[src/rtl/multicycle_control.sv]
// Main control FSM of the multi-cycle MIPS core: sequences fetch/decode/execute/memory/writeback.
// Optional performance counters (cycle_count, instr_count) are enabled by defining MULTICYCLE_PERF_CNT_EN.
module multicycle_control #(
  parameter logic [2:0] ALUOP_ADD = 3'b010,
  parameter logic [2:0] ALUOP_SUB = 3'b110,
  parameter logic [2:0] ALUOP_OR  = 3'b001
) (
  input  logic        clk,
  input  logic        reset,
  input  logic [5:0]  opcode,
  input  logic        zero,
  input  logic        mem_ready,
  output logic        pc_write,
  output logic        ir_write,
  output logic        mem_read,
  output logic        mem_write,
  output logic        iord,
  output logic        reg_write,
  output logic        reg_dst,
  output logic        mem_to_reg,
  output logic        alu_src_a,
  output logic [1:0]  alu_src_b,
  output logic [2:0]  alu_op,
  output logic [1:0]  pc_src,
  output logic [3:0]  state,
`ifdef MULTICYCLE_PERF_CNT_EN
  output logic [31:0] cycle_count,
  output logic [31:0] instr_count,
`endif
  output logic        illegal_op
);

  localparam int unsigned STATE_W = 4;
  localparam int unsigned OP_W    = 6;

  // Selects funct decode inside alu_control; not overridable.
  localparam logic [2:0] ALUOP_RTYPE = 3'b111;

  localparam logic [OP_W-1:0] OP_RTYPE = 6'b000000;
  localparam logic [OP_W-1:0] OP_LW    = 6'b100011;
  localparam logic [OP_W-1:0] OP_SW    = 6'b101011;
  localparam logic [OP_W-1:0] OP_BEQ   = 6'b000100;
  localparam logic [OP_W-1:0] OP_ADDI  = 6'b001000;
  localparam logic [OP_W-1:0] OP_ORI   = 6'b001101;
  localparam logic [OP_W-1:0] OP_J     = 6'b000010;

  typedef enum logic [STATE_W-1:0] {
    IDLE    = 4'd0,
    FETCH   = 4'd1,
    DECODE  = 4'd2,
    MEMADR  = 4'd3,
    MEMRD   = 4'd4,
    MEMWB   = 4'd5,
    MEMWR   = 4'd6,
    RTYPEEX = 4'd7,
    IMMEX   = 4'd8,
    ALUWB   = 4'd9,
    BEQEX   = 4'd10,
    JEX     = 4'd11
  } state_t;

  state_t state_q;
  state_t state_d;
  logic   is_rtype;
  logic   illegal_set;

  // State register, R-type flag and sticky illegal-opcode flag.
  always_ff @(posedge clk or posedge reset) begin
    if (reset) begin
      state_q    <= IDLE;
      is_rtype   <= 1'b0;
      illegal_op <= 1'b0;
    end else begin
      state_q <= state_d;
      if (state_q == DECODE) is_rtype <= (opcode == OP_RTYPE);
      if (illegal_set) illegal_op <= 1'b1;
    end
  end

  // Next-state and Moore outputs; states 12-15 fall through to defaults and recover to FETCH.
  always_comb begin
    state_d     = state_q;
    illegal_set = 1'b0;
    pc_write    = 1'b0;
    ir_write    = 1'b0;
    mem_read    = 1'b0;
    mem_write   = 1'b0;
    iord        = 1'b0;
    reg_write   = 1'b0;
    reg_dst     = 1'b0;
    mem_to_reg  = 1'b0;
    alu_src_a   = 1'b0;
    alu_src_b   = 2'b00;
    alu_op      = ALUOP_ADD;
    pc_src      = 2'b00;
    case (state_q)
      IDLE: state_d = FETCH;
      FETCH: begin
        mem_read  = 1'b1;
        alu_src_b = 2'b01;
        if (mem_ready) begin
          ir_write = 1'b1;
          pc_write = 1'b1;
          state_d  = DECODE;
        end
      end
      DECODE: begin
        alu_src_b = 2'b11;
        case (opcode)
          OP_RTYPE:       state_d = RTYPEEX;
          OP_LW, OP_SW:   state_d = MEMADR;
          OP_BEQ:         state_d = BEQEX;
          OP_ADDI, OP_ORI: state_d = IMMEX;
          OP_J:           state_d = JEX;
          default: begin
            illegal_set = 1'b1;
            state_d     = FETCH;
          end
        endcase
      end
      MEMADR: begin
        alu_src_a = 1'b1;
        alu_src_b = 2'b10;
        state_d   = (opcode == OP_SW) ? MEMWR : MEMRD;
      end
      MEMRD: begin
        mem_read = 1'b1;
        iord     = 1'b1;
        if (mem_ready) state_d = MEMWB;
      end
      MEMWB: begin
        reg_write  = 1'b1;
        mem_to_reg = 1'b1;
        state_d    = FETCH;
      end
      MEMWR: begin
        mem_write = 1'b1;
        iord      = 1'b1;
        if (mem_ready) state_d = FETCH;
      end
      RTYPEEX: begin
        alu_src_a = 1'b1;
        alu_op    = ALUOP_RTYPE;
        state_d   = ALUWB;
      end
      IMMEX: begin
        alu_src_a = 1'b1;
        alu_src_b = 2'b10;
        alu_op    = (opcode == OP_ORI) ? ALUOP_OR : ALUOP_ADD;
        state_d   = ALUWB;
      end
      ALUWB: begin
        reg_write = 1'b1;
        reg_dst   = is_rtype;
        state_d   = FETCH;
      end
      BEQEX: begin
        alu_src_a = 1'b1;
        alu_op    = ALUOP_SUB;
        pc_src    = 2'b01;
        pc_write  = zero;
        state_d   = FETCH;
      end
      JEX: begin
        pc_src   = 2'b10;
        pc_write = 1'b1;
        state_d  = FETCH;
      end
      default: state_d = FETCH;
    endcase
  end

  assign state = STATE_W'(state_q);

`ifdef MULTICYCLE_PERF_CNT_EN
  // Active-cycle and retired-instruction counters; both wrap naturally.
  always_ff @(posedge clk or posedge reset) begin
    if (reset) begin
      cycle_count <= 32'd0;
      instr_count <= 32'd0;
    end else begin
      if (state_q != IDLE) cycle_count <= cycle_count + 32'd1;
      if (state_d == FETCH && state_q != IDLE && state_q != FETCH)
        instr_count <= instr_count + 32'd1;
    end
  end
`endif

endmodule

[config.mk]
export PLATFORM = sky130hd
export DESIGN_NAME = multicycle_control
export DESIGN_NICKNAME = d
export VERILOG_FILES = /design/src/rtl/multicycle_control.sv
export SDC_FILE = /design/constraint.sdc
export NUM_CORES = 1
export LEC_CHECK = 0
export CAP_MARGIN = 20
export CORE_MARGIN = 8
export CORE_UTILIZATION = 40
export CTS_BUF_LIST = sky130_fd_sc_hd__clkbuf_8
export DETAILED_ROUTE_END_ITERATION = 8
export PLACE_DENSITY = 0.81
export REMOVE_ABC_BUFFERS = 1
export SLEW_MARGIN = 20
export SYNTH_ARGS = -nofsm -noshare
export SYNTH_HDL_FRONTEND = slang
export SYNTH_SLANG_ARGS = --single-unit
export TNS_END_PERCENT = 10
[constraint.sdc]
create_clock -name clk -period 1.4 [get_ports clk]
set_input_delay 0.14 -clock clk [delete_from_list [all_inputs] [get_ports clk]]
set_output_delay 0.14 -clock clk [all_outputs]
set_load 0.1 [all_outputs]
==> results of run 1 <==
## cell families after synthesis
group,after synthesis,share of synthesized area
xor+xnor,2,0.02887
compound gates,24,0.2907
simple gates,38,0.3320
buf+inv,12,0.08452
mux,1,0.01650
flops,6,0.2474
## synthesized netlist by cell type, drive strengths merged
| cell | number |
|---|---|
| o21a | 1 |
| nand3b | 1 |
| a21oi | 3 |
| o21ai | 7 |
| a211o | 3 |
| o31a | 1 |
| xnor2 | 2 |
| o211ai | 1 |
| o22a | 1 |
| and2 | 1 |
| nor3 | 9 |
| mux2i | 1 |
| inv | 5 |
| a211oi | 1 |
| and3 | 1 |
| nor2 | 13 |
| clkbuf | 1 |
| a31o | 1 |
| nand2b | 4 |
| dfrtp | 6 |
| nor4b | 1 |
| o31ai | 1 |
| o41ai | 1 |
| o32a | 1 |
| buf | 6 |
| nand2 | 4 |
| nand3 | 4 |
| o21bai | 1 |
| o22ai | 1 |
## through the flow
step | setup TNS [ps] | setup WS, ps | cell area [µm²] | cells
floorplan | -31070 | -2624 | 574.3 | 76
global placement | -922.6 | -165.9 | 1330 | 152
detailed placement | -1944 | -280.3 | 1330 | 152
==> results.sh, run 1 <==
export IMPL_run_status="stopped before the end"
export IMPL_row_count=14
export IMPL_post_cts_buffers=3
export IMPL_finalWeightedCongestion=0.8048
export IMPL_post_cts_resized_instances=19
export IMPL_lastStage="clock tree synthesis"
export IMPL_synth_area_leaders="sky130_fd_sc_hd__dfrtp_1, sky130_fd_sc_hd__nor2_1, sky130_fd_sc_hd__nor3_1, sky130_fd_sc_hd__buf_2, sky130_fd_sc_hd__o21ai_0"
export IMPL_yosysUniqueCellTypes=34
export IMPL_start_util=0.4124
export IMPL_mappedNetlistArea_um2=606.8
export IMPL_max_clock_path_buffers=2
export IMPL_yosys_register_bits=6
export IMPL_numPortBuffers=30
export IMPL_fp_dieH_um=54.95
export IMPL_chipWidth_um=54.95
export IMPL_tritoncts_num_sinks=6
export IMPL_io_pin_count=31
export IMPL_syn_avg_cell_area_um2=7.311
export IMPL_synthesis_instances=83
export IMPL_number_of_buffers_created_by_cts=3
export IMPL_synth_warning_count=0
export IMPL_synth_top_cell_area_share=0.2474
export IMPL_netlist_top_cell_by_area="sky130_fd_sc_hd__dfrtp_1"
export IMPL_sequential_fraction_of_the_synthesis_area=0.2474
export IMPL_h_tree_depth=1
export IMPL_run_stop_error="[ERROR DPL-0033] detailed placement checks failed during check placement."
export IMPL_holdBufCountCts=0
export IMPL_place_detailed_hpwl_um=2255
export IMPL_clk_root_buffer_cell="sky130_fd_sc_hd__clkbuf_8"
==> inputs of run 2 (changes only) <==
--- a/config.mk
+++ b/config.mk
@@ -6,11 +6,10 @@
 export NUM_CORES = 1
 export LEC_CHECK = 0
 export CAP_MARGIN = 20
-export CORE_MARGIN = 8
-export CORE_UTILIZATION = 40
-export CTS_BUF_LIST = sky130_fd_sc_hd__clkbuf_8
+export CORE_AREA = 8 8 69 71
 export DETAILED_ROUTE_END_ITERATION = 8
-export PLACE_DENSITY = 0.81
+export DIE_AREA = 0 0 77 79
+export PLACE_DENSITY_LB_ADDON = 0.15
 export REMOVE_ABC_BUFFERS = 1
 export SLEW_MARGIN = 20
 export SYNTH_ARGS = -nofsm -noshare
==> results.sh, run 2 <==
export IMPL_r2r_cells=4
export IMPL_floorplan_die_area_um2=6083
export IMPL_period_needed_ps=1585
export IMPL_largest_register_ff_count=4
export IMPL_wirelength_um=2528
export IMPL_insertedDiodeCount=0
export IMPL_finClkSkew_ps=0.7833
export IMPL_cp_startpoint="state[0]"
export IMPL_max_clock_path_buffers=2
export IMPL_synth_cells_most_frequent="sky130_fd_sc_hd__nor2_1, sky130_fd_sc_hd__nor3_1, sky130_fd_sc_hd__dfrtp_1"
export IMPL_drt_first_pass_iters=4
export IMPL_cap_viol_max_count=0
export IMPL_clk_pin_slew_worst_paths_ps=30
export IMPL_worst_path_max_fanout=4
export IMPL_tritoncts="done"
export IMPL_failing_checks="setup timing"
export IMPL_worst_hold_path_type="input pin to async pin"
export IMPL_number_of_enable_type_register_cells_in_the_synthesized_netlist=0
export IMPL_grt_pass1_vias=897
export IMPL_clk_root_buffer_cell="sky130_fd_sc_hd__clkbuf_8"
export IMPL_layout_cells_most_common_list="sky130_fd_sc_hd__buf_4, sky130_fd_sc_hd__buf_12, sky130_fd_sc_hd__nor2_1, sky130_fd_sc_hd__clkdlybuf4s50_1, sky130_fd_sc_hd__nor3_1"
export IMPL_cp_required_ps=1260
export IMPL_number_of_buffers_created_by_cts=3
export IMPL_postSynth_asyncResetShare=1.000
export IMPL_grt_first_pass_wirelength_um=4250
export IMPL_run_status="finished with violations"
export IMPL_synthesis_instances=83
export IMPL_critPathKind="register to output pin"
export IMPL_routed_len_inst_um=12.83
export IMPL_netlist_top_cell_by_area="sky130_fd_sc_hd__dfrtp_1"
export IMPL_layout_commonest_cell="sky130_fd_sc_hd__buf_4"
export IMPL_syn_avg_cell_area_um2=7.311
export IMPL_place_detailed_hpwl_um=2026
export IMPL_slew_violations=0
export IMPL_grt_max_degree=14
export IMPL_row_count=23
export IMPL_synth_top_cell_area_share=0.2474
export IMPL_yosysUniqueCellTypes=34
export IMPL_global_route_overflow_total=0
export IMPL_wp_data_arrival_ps=1440
export IMPL_worst_r2r_startpoint="state[0]"
export IMPL_tritoncts_num_sinks=6
export IMPL_num_nets_final=159
export IMPL_route_detailed_drc=0
export IMPL_cp_start_kind="register"
export IMPL_detailroute_via_count=847
export IMPL_finalWeightedCongestion=0.8201
export IMPL_setup_repair_after_global_routing_missed_its_margin="yes"
export IMPL_finalSetupViolations=14
export IMPL_hold_slack_ps=127.7
export IMPL_holdBufCountCts=0
export IMPL_insertion_delay_ps=220
export IMPL_actual_transition_at_the_worst_max_transition_pin_ps=365.7
export IMPL_regToRegEndpoint="state[0]"
export IMPL_yosys_register_bits=6
export IMPL_reg2reg_setup_slack_ps=80
export IMPL_numPortBuffers=30
export IMPL_antenna_found_initial=0
export IMPL_setup_total_negative_slack_ps=-1582
export IMPL_synth_area_leaders="sky130_fd_sc_hd__dfrtp_1, sky130_fd_sc_hd__nor2_1, sky130_fd_sc_hd__nor3_1, sky130_fd_sc_hd__buf_2, sky130_fd_sc_hd__o21ai_0"
export IMPL_worst_slew_margin_rel=0.7555
export IMPL_yosys_most_used_dff="sky130_fd_sc_hd__dfrtp_1"
export IMPL_drt_iter0_markers=26
export IMPL_start_util=0.1597
export IMPL_detail_route_antenna_nets=0
export IMPL_finalCoreUtilization=0.4252
export IMPL_h_tree_depth=1
export IMPL_timing_final_ws_setup_ps=-184.8
export IMPL_post_route_cells_drive_above_1_share=0.5918
export IMPL_global_route_total_usage_across_every_layer=0.08465
export IMPL_report_final_hold_viol_count=0
export IMPL_syn2layout_area_growth_pct=166.2
export IMPL_synth_warning_count=0
export IMPL_sequential_fraction_of_the_synthesis_area=0.2474
export IMPL_fmax_mhz=631.0
export IMPL_io_pin_count=31
export IMPL_worst_setup_path_end_kind="output pin"
export IMPL_chipWidth_um=77
export IMPL_fp_dieH_um=79
export IMPL_mappedNetlistArea_um2=606.8
export IMPL_final_period_utilization=1.132
export IMPL_area_of_the_core_um2=3799
export IMPL_leading_cell_type_by_number_of_instances_after_synthesis="sky130_fd_sc_hd__nor2_1"
export IMPL_mean_number_of_vias_per_cell=4.299
run 2: layout make-up:
class | count | area (µm²)
Inverter | 5 | 18.77
Tap cell | 50 | 62.56
Clock buffer | 3 | 41.29
Multi-Input combinational cell | 65 | 504.2
Sequential cell | 6 | 152.6
Timing Repair Buffer | 68 | 835.8
Fill cell | 402 | 2183
run 2: how the worst max path moves through the flow:
stage / end / slack, ps / depth (start not counted)
finish: alu_src_b[0] / -180 / 5
global route: ir_write / -250 / 4
CTS: alu_src_b[0] / -190 / 5
detailed placement: state[2] / -260 / 5
global placement: illegal_op / -240 / 5
floorplan: alu_op[0] / -2620 / 4
run 2: stage by stage:
step / cells / setup WS [ps] / instance area [µm²]
global placement: 188 / -239.3 / 1400
global route: 197 / -251.4 / 1615
finish: 197 / -184.8 / 1615
CTS: 197 / -190.2 / 1538
detailed placement: 188 / -264.5 / 1400
floorplan: 76 / -2624 / 574.3
run 2: logic make-up (layout without fill, tap and decap cells):
logic type,Yosys count,in the layout,synth area share
AO/OA/AOI/OAI,24,24,0.2907
AND/OR/NAND/NOR,38,38,0.3320
flip-flops,6,6,0.2474
buffers and inverters,12,76,0.08452
multiplexers,1,1,0.01650
XOR/XNOR,2,2,0.02887
run 2: worst max-delay path: stages, from the launching register on:
cell                       delay, ps
sky130_fd_sc_hd__dfrtp_2         430
sky130_fd_sc_hd__buf_4           160
sky130_fd_sc_hd__nand2b_4        150
sky130_fd_sc_hd__a211oi_2        170
sky130_fd_sc_hd__buf_4           140
sky130_fd_sc_hd__buf_12          160
run 2: layer usage:
metal	vias up	global-route usage	share of wire
met5	-	0	0
met4	0	0.03962	0.022
met3	5	0.02144	0.051
met2	34	0.1478	0.49
met1	384	0.09499	0.43
li1	424	-	-
run 2: timing repair:
| action | in CTS | in global routing |
|---|---|---|
| hold endpoints to repair | 0 | 0 |
| buffers inserted | 6 | 0 |
| resized for setup | 15 | 20 |
| endpoints found under the setup margin | 18 | 22 |
| pin swaps | 3 | 3 |
Power of run 2 is not shown: default switching activity piles up to over one toggle a cycle in this logic, so the estimate is an artifact.
==> inputs of run 3 (changes only) <==
==> constraint.sdc (replaced) <==
create_clock -name clk -period 1.38 [get_ports clk]
set_input_delay 0.138 -clock clk [delete_from_list [all_inputs] [get_ports clk]]
set_output_delay 0.138 -clock clk [all_outputs]
set_load 0.1 [all_outputs]
==> results.sh, run 3 (synthesis results as in run 2) <==
export IMPL_design_area_um2=1662
export IMPL_start_util=0.1597
export IMPL_worst_r2r_startpoint="state[0]"
export IMPL_cap_viol_max_count=0
export IMPL_setup_repair_after_global_routing_missed_its_margin="yes"
export IMPL_syn2layout_area_growth_pct=173.8
export IMPL_insertion_delay_ps=220
export IMPL_setup_total_negative_slack_ps=-1673
export IMPL_detail_route_antenna_nets=0
export IMPL_cp_start_kind="register"
export IMPL_number_of_buffers_created_by_cts=3
export IMPL_global_route_overflow_total=0
export IMPL_mean_number_of_vias_per_cell=4.189
export IMPL_place_detailed_hpwl_um=2032
export IMPL_fp_dieH_um=79
export IMPL_placed_instances=189
export IMPL_worst_setup_path_end_kind="output pin"
export IMPL_holdBufCountCts=0
export IMPL_preCtsSetupSlack_ps=-265.2
export IMPL_fillerInstances=396
export IMPL_run_status="finished with violations"
export IMPL_area_taken_by_flip_flops_and_latches_um2=152.6
export IMPL_floorplan_die_area_um2=6083
export IMPL_num_nets_final=163
export IMPL_wirelength_um=2542
export IMPL_wp_data_arrival_ps=1440
export IMPL_report_final_hold_viol_count=0
export IMPL_final_cells=201
export IMPL_clk_pin_slew_worst_paths_ps=30
export IMPL_final_period_utilization=1.141
export IMPL_io_pin_count=31
export IMPL_largest_register_ff_count=4
export IMPL_tritoncts="done"
export IMPL_cp_required_ps=1240
export IMPL_drt_first_pass_iters=4
export IMPL_routed_len_inst_um=12.65
export IMPL_area_of_the_core_um2=3799
export IMPL_critPathKind="register to output pin"
export IMPL_h_tree_depth=1
export IMPL_r2r_cells=5
export IMPL_post_route_cells_drive_above_1_share=0.6424
export IMPL_tritoncts_num_sinks=6
export IMPL_regToRegEndpoint="state[1]"
export IMPL_numPortBuffers=30
export IMPL_worst_slew_margin_rel=0.8182
export IMPL_global_route_total_usage_across_every_layer=0.08511
export IMPL_finalSetupViolations=17
export IMPL_period_needed_ps=1575
export IMPL_finalWeightedCongestion=0.8174
export IMPL_drt_iter0_markers=38
export IMPL_detailroute_via_count=842
export IMPL_grt_pass1_vias=865
export IMPL_grt_max_degree=14
export IMPL_layout_cells_most_common_list="sky130_fd_sc_hd__buf_4, sky130_fd_sc_hd__buf_12"
export IMPL_row_count=23
export IMPL_worst_hold_path_type="input pin to async pin"
export IMPL_antenna_found_initial=0
export IMPL_actual_transition_at_the_worst_max_transition_pin_ps=269.1
export IMPL_grt_first_pass_wirelength_um=4257
export IMPL_multiInputGateArea_um2=518.0
export IMPL_timing_final_ws_setup_ps=-195.2
export IMPL_reg2reg_setup_slack_ps=-10
export IMPL_layout_commonest_cell="sky130_fd_sc_hd__buf_4"
export IMPL_insertedDiodeCount=0
export IMPL_finClkSkew_ps=0.4069
export IMPL_max_clock_path_buffers=2
export IMPL_route_detailed_drc=0
export IMPL_failing_checks="setup timing"
export IMPL_worst_path_max_fanout=4
export IMPL_fmax_mhz=634.9
export IMPL_placed_area_um2=1408
export IMPL_clk_root_buffer_cell="sky130_fd_sc_hd__clkbuf_8"
export IMPL_slew_violations=0
export IMPL_chipWidth_um=77
run 3: cell types whose count changed in the layout (fill, tap and decap cells not counted), sizes merged:
cell           change
dlymetal6s2s       +1
clkdlybuf4s50      -1
buf                +4
run 3: layer usage:
metal	wire, µm	up-vias	share of wire	track usage
li1	-	432	-	-
met5	0	-	0	0
met1	1114	378	0.44	0.09888
met4	44	0	0.017	0.03962
met2	1247	28	0.49	0.1410
met3	136	4	0.054	0.02596
run 3: area by class of cell:
type | count | area share
Sequential cell | 6 | 0.09187
Timing Repair Buffer | 72 | 0.5226
Inverter | 5 | 0.01130
Tap cell | 50 | 0.03765
Multi-Input combinational cell | 65 | 0.3117
Clock buffer | 3 | 0.02485
run 3: worst max path at each step:
stage	startpoint	end	slack (ps)
6_report	state[0]	alu_src_b[0]	-200
3_3_place_gp	opcode[3]	state[2]	-260
2_1_floorplan	state[3]	alu_op[0]	-2640
4_1_cts	state[1]	reg_dst	-200
3_5_place_dp	opcode[2]	illegal_op	-270
5_1_grt	state[2]	alu_op[1]	-240
run 3: critical path: stages (launching register included):
cell and delay [ps]:
sky130_fd_sc_hd__dfrtp_2 440, sky130_fd_sc_hd__buf_6 140, sky130_fd_sc_hd__nand2b_4 150, sky130_fd_sc_hd__a211oi_2 180
sky130_fd_sc_hd__buf_4 140, sky130_fd_sc_hd__buf_12 160
run 3: per-stage QoR:
| step | utilization | hold slack [ps] |
|---|---|---|
| global route | 0.4374 | 167.0 |
| CTS | 0.4098 | 136.0 |
| global placement | 0.3706 | 358.5 |
| floorplan | - | -71.04 |
| finish | 0.4374 | 136.1 |
| detailed placement | 0.3706 | 367.1 |
run 3: what timing repair did:
item,CTS,global route
buffers inserted,8,1
pin swaps,5,3
resized for setup,17,25
setup endpoints to repair,18,22
Power of run 3 is left out for the same reason.
